$ cat src/rtl/pc_fetch_stage_if.sv
// pc_fetch_stage_if -- the signal bundle between the fetch stage and its
// neighbours: the PC adder, instruction memory, the execute-stage redirect
// and the IF/ID slot.
//
// Ports (as seen from the fetch stage, modport master):
//   pcOut        out 32  current fetch PC; also the instruction-memory address
//   pcPlus4      in  32  PC adder result (pcOut + 4)
//   branchTaken  in  1   redirect request from execute
//   branchTarget in  32  redirect address; bits [1:0] are ignored
//   imemReq      out 1   fetch request
//   imemReady    in  1   memory accepts imemReq this cycle
//   imemValid    in  1   imemRdata is valid
//   imemRdata    in  32  fetched instruction word
//   ifidValid    out 1   IF/ID slot holds an instruction
//   ifidPC       out 32  PC of the instruction in the slot
//   ifidInstr    out 32  instruction in the slot (NOP while ifidValid=0)
//   ifidReady    in  1   decode consumes the slot this cycle
//
// Handshake semantics: a transfer happens on a rising edge where the
// producer's valid/request and the consumer's ready are both 1. imemReq with
// imemReady accepts a fetch; imemValid (one or more cycles later) returns its
// data with no back-pressure. ifidValid with ifidReady consumes the slot;
// while ifidValid=1 and ifidReady=0 the slot contents are held stable.
// The modport slave is the environment side of the same signals.
interface pc_fetch_stage_if;
  logic [31:0] pcOut;
  logic [31:0] pcPlus4;
  logic        branchTaken;
  logic [31:0] branchTarget;
  logic        imemReq;
  logic        imemReady;
  logic        imemValid;
  logic [31:0] imemRdata;
  logic        ifidValid;
  logic [31:0] ifidPC;
  logic [31:0] ifidInstr;
  logic        ifidReady;

  modport master (
    output pcOut,
    input  pcPlus4,
    input  branchTaken,
    input  branchTarget,
    output imemReq,
    input  imemReady,
    input  imemValid,
    input  imemRdata,
    output ifidValid,
    output ifidPC,
    output ifidInstr,
    input  ifidReady
  );

  modport slave (
    input  pcOut,
    output pcPlus4,
    output branchTaken,
    output branchTarget,
    input  imemReq,
    output imemReady,
    output imemValid,
    output imemRdata,
    input  ifidValid,
    input  ifidPC,
    input  ifidInstr,
    output ifidReady
  );
endinterface

$ cat src/rtl/pc_fetch_stage.sv
// pc_fetch_stage -- instruction fetch with a single outstanding memory
// request, an IF/ID output slot backed by a 1-entry skid buffer, and
// redirect handling that discards a response already in flight.
//
// Ports:
//   clock      in   single clock, rising edge
//   reset      in   synchronous, active-high
//   bus        pc_fetch_stage_if.master (PC, imem and IF/ID signals)
//   dbg_state  out  current FSM state (0=REQ, 1=WAIT, 2=DRAIN)
module pc_fetch_stage #(
  parameter logic [31:0] RESET_PC  = 32'h0000_0000,
  parameter logic [31:0] NOP_INSTR = 32'h0000_0013
) (
  input  logic             clock,
  input  logic             reset,
  pc_fetch_stage_if.master bus,
  output logic [1:0]       dbg_state
);

  // REQ: may issue a fetch. WAIT: fetch outstanding, response wanted.
  // DRAIN: fetch outstanding but a redirect happened, response is dropped.
  typedef enum logic [1:0] {
    S_REQ   = 2'd0,
    S_WAIT  = 2'd1,
    S_DRAIN = 2'd2
  } state_t;

  state_t      state;
  logic [31:0] pc_q;
  logic        slot_valid;
  logic [31:0] slot_pc;
  logic [31:0] slot_instr;
  logic        skid_valid;
  logic [31:0] skid_pc;
  logic [31:0] skid_instr;

  logic req;
  logic accept;
  logic capture;
  logic slot_free;
  logic slot_drain;

  // Only requesting with an empty skid guarantees the returning word always
  // has somewhere to land. Reset gates the request so nothing is issued
  // while reset is held, even before the first reset edge.
  assign req        = !reset && (state == S_REQ) && !skid_valid;
  assign accept     = req && bus.imemReady;
  assign capture    = (state == S_WAIT) && bus.imemValid && !bus.branchTaken;
  assign slot_drain = slot_valid && bus.ifidReady;
  assign slot_free  = !slot_valid || bus.ifidReady;

  always_ff @(posedge clock) begin
    if (reset) begin
      state      <= S_REQ;
      pc_q       <= RESET_PC;
      slot_valid <= 1'b0;
      slot_pc    <= 32'h0;
      slot_instr <= NOP_INSTR;
      skid_valid <= 1'b0;
      skid_pc    <= 32'h0;
      skid_instr <= NOP_INSTR;
    end else if (bus.branchTaken) begin
      // Redirect wins over capture and over decode consuming the slot.
      pc_q       <= {bus.branchTarget[31:2], 2'b00};
      slot_valid <= 1'b0;
      slot_instr <= NOP_INSTR;
      skid_valid <= 1'b0;
      // DRAIN whenever a request is (or is becoming) outstanding and its
      // response has not arrived in this same cycle.
      case (state)
        S_REQ:   state <= accept ? S_DRAIN : S_REQ;
        S_WAIT:  state <= bus.imemValid ? S_REQ : S_DRAIN;
        S_DRAIN: state <= bus.imemValid ? S_REQ : S_DRAIN;
        default: state <= S_REQ;
      endcase
    end else begin
      case (state)
        S_REQ:   if (accept) state <= S_WAIT;
        S_WAIT:  if (bus.imemValid) state <= S_REQ;
        S_DRAIN: if (bus.imemValid) state <= S_REQ;
        default: state <= S_REQ;
      endcase

      if (capture) begin
        pc_q <= {bus.pcPlus4[31:2], 2'b00};
        // Skid is always empty in WAIT, so one of the two targets is free.
        if (slot_free) begin
          slot_valid <= 1'b1;
          slot_pc    <= pc_q;
          slot_instr <= bus.imemRdata;
        end else begin
          skid_valid <= 1'b1;
          skid_pc    <= pc_q;
          skid_instr <= bus.imemRdata;
        end
      end else if (slot_drain) begin
        if (skid_valid) begin
          slot_pc    <= skid_pc;
          slot_instr <= skid_instr;
          skid_valid <= 1'b0;
        end else begin
          slot_valid <= 1'b0;
          slot_instr <= NOP_INSTR;
        end
      end
    end
  end

  // Low address bits are forced to zero, so these inputs bits are dropped.
  logic unused_low_bits;
  assign unused_low_bits = ^{bus.pcPlus4[1:0], bus.branchTarget[1:0]};

  assign bus.pcOut     = pc_q;
  assign bus.imemReq   = req;
  assign bus.ifidValid = slot_valid;
  assign bus.ifidPC    = slot_pc;
  assign bus.ifidInstr = slot_instr;
  assign dbg_state     = state;

endmodule
$ cat src/flat_wrapper.sv
// flat-port wrapper written by rule: the top's interface ports become plain ports
module pc_fetch_stage_flat 
#(
  parameter logic [31:0] RESET_PC  = 32'h0000_0000,
  parameter logic [31:0] NOP_INSTR = 32'h0000_0013
)
  (clock, reset, dbg_state, bus_pcOut, bus_pcPlus4, bus_branchTaken, bus_branchTarget, bus_imemReq, bus_imemReady, bus_imemValid, bus_imemRdata, bus_ifidValid, bus_ifidPC, bus_ifidInstr, bus_ifidReady);
  pc_fetch_stage_if bus_i ();
  input  logic clock;
  input  logic reset;
  output logic [1:0] dbg_state;
  output wire logic [$bits(bus_i.pcOut)-1:0] bus_pcOut;
  input wire logic [$bits(bus_i.pcPlus4)-1:0] bus_pcPlus4;
  input wire logic [$bits(bus_i.branchTaken)-1:0] bus_branchTaken;
  input wire logic [$bits(bus_i.branchTarget)-1:0] bus_branchTarget;
  output wire logic [$bits(bus_i.imemReq)-1:0] bus_imemReq;
  input wire logic [$bits(bus_i.imemReady)-1:0] bus_imemReady;
  input wire logic [$bits(bus_i.imemValid)-1:0] bus_imemValid;
  input wire logic [$bits(bus_i.imemRdata)-1:0] bus_imemRdata;
  output wire logic [$bits(bus_i.ifidValid)-1:0] bus_ifidValid;
  output wire logic [$bits(bus_i.ifidPC)-1:0] bus_ifidPC;
  output wire logic [$bits(bus_i.ifidInstr)-1:0] bus_ifidInstr;
  input wire logic [$bits(bus_i.ifidReady)-1:0] bus_ifidReady;
  assign bus_pcOut = bus_i.pcOut;
  assign bus_i.pcPlus4 = bus_pcPlus4;
  assign bus_i.branchTaken = bus_branchTaken;
  assign bus_i.branchTarget = bus_branchTarget;
  assign bus_imemReq = bus_i.imemReq;
  assign bus_i.imemReady = bus_imemReady;
  assign bus_i.imemValid = bus_imemValid;
  assign bus_i.imemRdata = bus_imemRdata;
  assign bus_ifidValid = bus_i.ifidValid;
  assign bus_ifidPC = bus_i.ifidPC;
  assign bus_ifidInstr = bus_i.ifidInstr;
  assign bus_i.ifidReady = bus_ifidReady;
  pc_fetch_stage #(.RESET_PC(RESET_PC), .NOP_INSTR(NOP_INSTR)) u_core (.clock(clock), .reset(reset), .bus(bus_i), .dbg_state(dbg_state));
endmodule
$ cat config.mk
export PLATFORM = sky130hd
export DESIGN_NAME = pc_fetch_stage_flat
export DESIGN_NICKNAME = d
export VERILOG_FILES = /design/src/rtl/pc_fetch_stage_if.sv /design/src/rtl/pc_fetch_stage.sv /design/src/flat_wrapper.sv
export SDC_FILE = /design/constraint.sdc
export NUM_CORES = 1
export LEC_CHECK = 0
export BUFFER_PORTS_ARGS = -buffer_cell sky130_fd_sc_hd__buf_2
export CORE_MARGIN = 10
export CORE_UTILIZATION = 35
export DETAILED_ROUTE_END_ITERATION = 8
export GPL_ROUTABILITY_DRIVEN = 0
export GPL_TIMING_DRIVEN = 0
export PLACE_DENSITY = 0.64
export SLEW_MARGIN = 40
export SYNTH_ARGS = -nofsm -noshare
export SYNTH_HDL_FRONTEND = slang
export SYNTH_SLANG_ARGS = --single-unit
$ cat constraint.sdc
create_clock -name clock -period 2.15 [get_ports clock]
set_clock_uncertainty 0.1 [all_clocks]
set_input_delay 0.5375 -clock clock [delete_from_list [all_inputs] [get_ports clock]]
set_output_delay 0.5375 -clock clock [all_outputs]
set_load 0.05 [all_outputs]
==> Word level (Yosys, flattened, before mapping) <==
Cells that the tools add are included.
{ "word_totals": {"register_bits": 160, "input_bits": 102, "out_inout_bits": 100, "word_cells": 64} }
{ "classes": {"eq_ne": 7, "mux": 24, "bitwise": 2, "n_reduce_logical": 23} }
{ "op_table": {"columns": ["op", "n"], "rows": [
  ["$mux 32", 10],
  ["$mux 2", 5],
  ["$pmux 2 s2", 2],
  ["$mux 1", 7],
  ["$logic_and 1x1->1", 6],
  ["$ne 2x2->1 const B", 3],
  ["$reduce_and 2->1", 3],
  ["$reduce_and 3->1", 2],
  ["$reduce_bool 2->1", 3],
  ["$logic_not 1->1", 4],
  ["$reduce_and 4->1", 1],
  ["$reduce_or 2->1", 2],
  ["$ne 3x1->1 const B", 1],
  ["$ne 3x2->1 const B", 1],
  ["$eq 2x1->1 const B", 1],
  ["$eq 2x2->1 const B", 1],
  ["$logic_not 2->1", 1],
  ["$not 1->1", 2],
  ["$logic_or 1x1->1", 1]
]} }

==> Logic depth before layout (Yosys ltp) <==
{ "depth": {"word_depth": 7, "depth_mapped": 8, "mapped_depth_nobuf": 5} }

==> Least setup slack after synthesis <==
Ideal clock, no wire load.
{ "synth_path": {"kind": "input to output", "from": "in reset", "to": "out bus_imemReq", "arrival_ns": 2.081, "t_required_ns": 1.512, "path_slack_ns": -0.568, "cell_stages": 3, "path_buffers": 2, "path_cell_list": "clkbuf_1 clkbuf_1 nor3b_1"} }
{ "synth_via": {"elab_chain_cells": 3} }
{ "synth_lines": {"columns": ["element", "line_no", "text"], "rows": [
  ["from (decl)", "flat_wrapper.sv:10", "input logic reset;"],
  ["$logic_not 1->1", "pc_fetch_stage.sv:46", "assign req = !reset && (state == S_REQ) && !skid_valid;"],
  ["$logic_and 1x1->1 (2 in a row)", "pc_fetch_stage.sv:46", null],
  ["to (decl)", "flat_wrapper.sv:16", "output wire logic [$bits(bus_i.imemReq)-1:0] bus_imemReq;"]
]} }
No other way between the ends.

==> Final worst setup path <==
{ "layout_path": {"from": "reg u_core.skid_valid", "to": "out bus_imemReq"} }
{ "layout_via": {"elab_chain_cells": 2} }
{ "layout_lines": {"columns": ["element", "line_no", "text"], "rows": [
  ["from (decl)", "pc_fetch_stage.sv:33", "logic skid_valid;"],
  ["from (signal assigned)", "pc_fetch_stage.sv:59", "skid_valid <= 1'b0;"],
  ["from (signal assigned)", "pc_fetch_stage.sv:67", "skid_valid <= 1'b0;"],
  ["from (signal assigned)", "pc_fetch_stage.sv:92", "skid_valid <= 1'b1;"],
  ["$logic_not 1->1", "pc_fetch_stage.sv:46", null],
  ["$logic_and 1x1->1", "pc_fetch_stage.sv:46", null]
]} }
No other way between the ends.

==> impl_metrics.yaml <==
floorplan:
  dieArea_sq_um: 27600
  fp-row-count: 53
  core_sq_um: 21000
  initial_core_util_pct: 35.6
  die_h_um: 166
  die_w_um: 166
  ioPinCount: 202
power_and_ir_drop:
  leakage_nw: 3.47
  ir_worst_vdd_uv: 393
  power.density_nw_per_um2: 697
cts:
  clock_sinks: 158
  clk_latency_ns: 0.43
  cts_tree: "done"
  clockBufferDepth: 2
  clk_pin_slew_ns: 0.07
  cts_made_buffers: 17
  cts-root-buf: "clkbuf_16"
  htree_levels: 4
layout:
  syn2layout_area_growth_pct: 26.8
  drive_gt1_share_pct: 30.0
  layout_common_cells: "buf_2, dfxtp_1, nand3_1, a21oi_1, nand2_1"
  final_common_cell: "buf_2"
  finalInstanceArea_sq_um: 9490
  finalNetCount: 1217
logic_synthesis:
  synth_seq_area_share_pct: 42.3
  synth_top_area_share_pct: 42.3
  synth_ff_type: "dfxtp_1"
  syn_area_per_cell_sq_um: 8.34
  ys_types: 41
  synth_area_leaders: "dfxtp_1, nand3_1, a21oi_1, a311oi_1, a2111o_1"
  synth_cells: 897
  synth_area_sq_um: 7480
  synth_warnings: 0
  synth_edf_count: 0
  synth.largest_area_cell: "dfxtp_1"
  async_flop_share_pct: 0
  ys_seq_elements: 158
grt:
  grt_usage_pct: 18.4
  grt_pass1_vias: 7612
  antenna_found_initial: 3
  grt_max_degree: 17
  grt_pass1_wl_mm: 42.2
  grt_overflow: 0
route:
  drt_iter0_markers: 545
  viasPerCell: 5.52
  vias: 7745
  antenna_left: 0
  drc: 0
  drt_first_pass_iters: 5
  finalWirelength_mm: 26.9
  wl_per_cell_um: 19.2
sta:
  finalCriticalPeriod_ns: 2.12
  slew_violations: 0
  holdWs_ns: 0.271
  min_period_over_period_pct: 98.6
  hold_viol: 0
  setup_slack_ns: 0.0292
  tns_ns: 0
  setup_violations: 0
  tightest_slew_ns: 0.607
  rsz0062_at_grt: "yes"
  slew_headroom_pct: 59.5
  fmax_ghz: 0.472
setup_path:
  cp-start-kind: "register"
  critPathCaptureType: "output port"
  cp_slowest_cell: "dfxtp_2"
  cp_max_fo: 10
  slowest_delay_ns: 0.34
  r2r_setup_slack_ns: 0.11
  path_cells: "buf_8 -> clkbuf_16 -> nor3b_4 -> buf_6"
  arrival_ns: 1.48
  crit_required_ns: 1.51
  crit_type: "reg -> out"
  worst-r2r-cell-count: 7
place:
  port_buffers: 191
  place_area_sq_um: 8800
  dp.final_hpwl_mm: 19.9
  place_ws_ns: -0.288
worst_hold_path:
  whs_path_depth: 3
  hp-class: "in -> reg"
run_status:
  status: "finished clean"
flow_run:
  cap_violations: 0
==> synthesized netlist by cell type (all sizes together) (3+ instances only) <==
| cell type | instances |
|---|---|
| clkbuf | 82 |
| a21bo | 29 |
| a2111o | 29 |
| nor3b | 4 |
| nor3 | 30 |
| nand2b | 5 |
| ha | 3 |
| nand3 | 148 |
| and3 | 3 |
| nand2 | 63 |
| o21ai | 62 |
| inv | 4 |
| buf | 38 |
| o31ai | 29 |
| a21oi | 90 |
| nor2 | 33 |
| a311o | 3 |
| a211o | 3 |
| dfxtp | 158 |
| nand3b | 4 |
| a311oi | 60 |
==> critical path: cells and delay by family, from the launching register on <==
family                 cells  cell delay, ns
and+or+nand+nor            1            0.20
buffers and inverters      3            0.50
DFF                        1            0.34
==> kinds of logic (layout without fill, tap and decap cells) <==
family	Yosys count	after routing	synth area share (%)
compound gates	312	312	30.8
fa+ha+maj	3	3	0.502
buf+inv	125	350	7.36
flops	158	158	42.3
other cells	1	6	0.0501
simple gates	298	298	19.0
==> metrics by stage <==
stage               std cells  utilization [%]  total power [W]
floorplan                 900                -          0.00351
global placement         1366             41.9          0.00378
detailed placement       1366             41.9          0.00378
CTS                      1398             44.8          0.00664
global route             1401             45.1          0.00681
finish                   1402             45.1          0.00662
==> final timing paths <==
path	from	endpoint
max reg2reg	u_core.dbg_state[1]	u_core.bus.ifidPC[8]
max	u_core.skid_valid	bus_imemReq
min reg2reg	u_core.skid_instr[0]	u_core.skid_instr[0]
min	bus_imemRdata[30]	u_core.skid_instr[30]
==> routing by layer <==
layer,part of all wire [%],routed length [um],global-route usage [%],vias to the layer above
met5,0.067,18,0,-
met4,1.5,395,5.12,2
met3,7.5,2030,5.61,32
met2,46,12400,29.2,287
met1,45,12000,23.5,3659
li1,-,-,-,3765
==> state kept, by name, indices dropped and copies added (netlist names) <==
signal / count
u_core.skid_valid: 1
u_core.skid_instr: 32
u_core.bus.pcOut: 30
u_core.dbg_state: 2
u_core.bus.ifidPC: 30
u_core.skid_pc: 30
u_core.bus.ifidValid: 1
u_core.bus.ifidInstr: 32
==> area by class of cell <==
class | count | area (sq um)
clock inverter | 12 | 97.6
buffer | 119 | 604
multi-input combinational | 617 | 3800
tap | 275 | 344
inverter | 5 | 18.8
timing repair buffer | 194 | 985
sequential | 158 | 3170
antenna | 2 | 5.00
clock buffer | 20 | 467
fill | 2104 | 11500
==> timing repair <==
item                                    in CTS  in global routing
pin swaps                                    0                  1
buffers inserted                             0                  3
hold endpoints to repair                     0                  0
resized for setup                           20                 49
hold buffers                                 0                  0
endpoints found under the setup margin      19                131
==> power by group <==
part	total [W]	internal, W	switching [W]
clock	0.00289	0.00159	0.00130
sequential	0.00303	0.00297	0.0000605
combinational	0.000693	0.000195	0.000498
(Power assumes the default switching activity.)
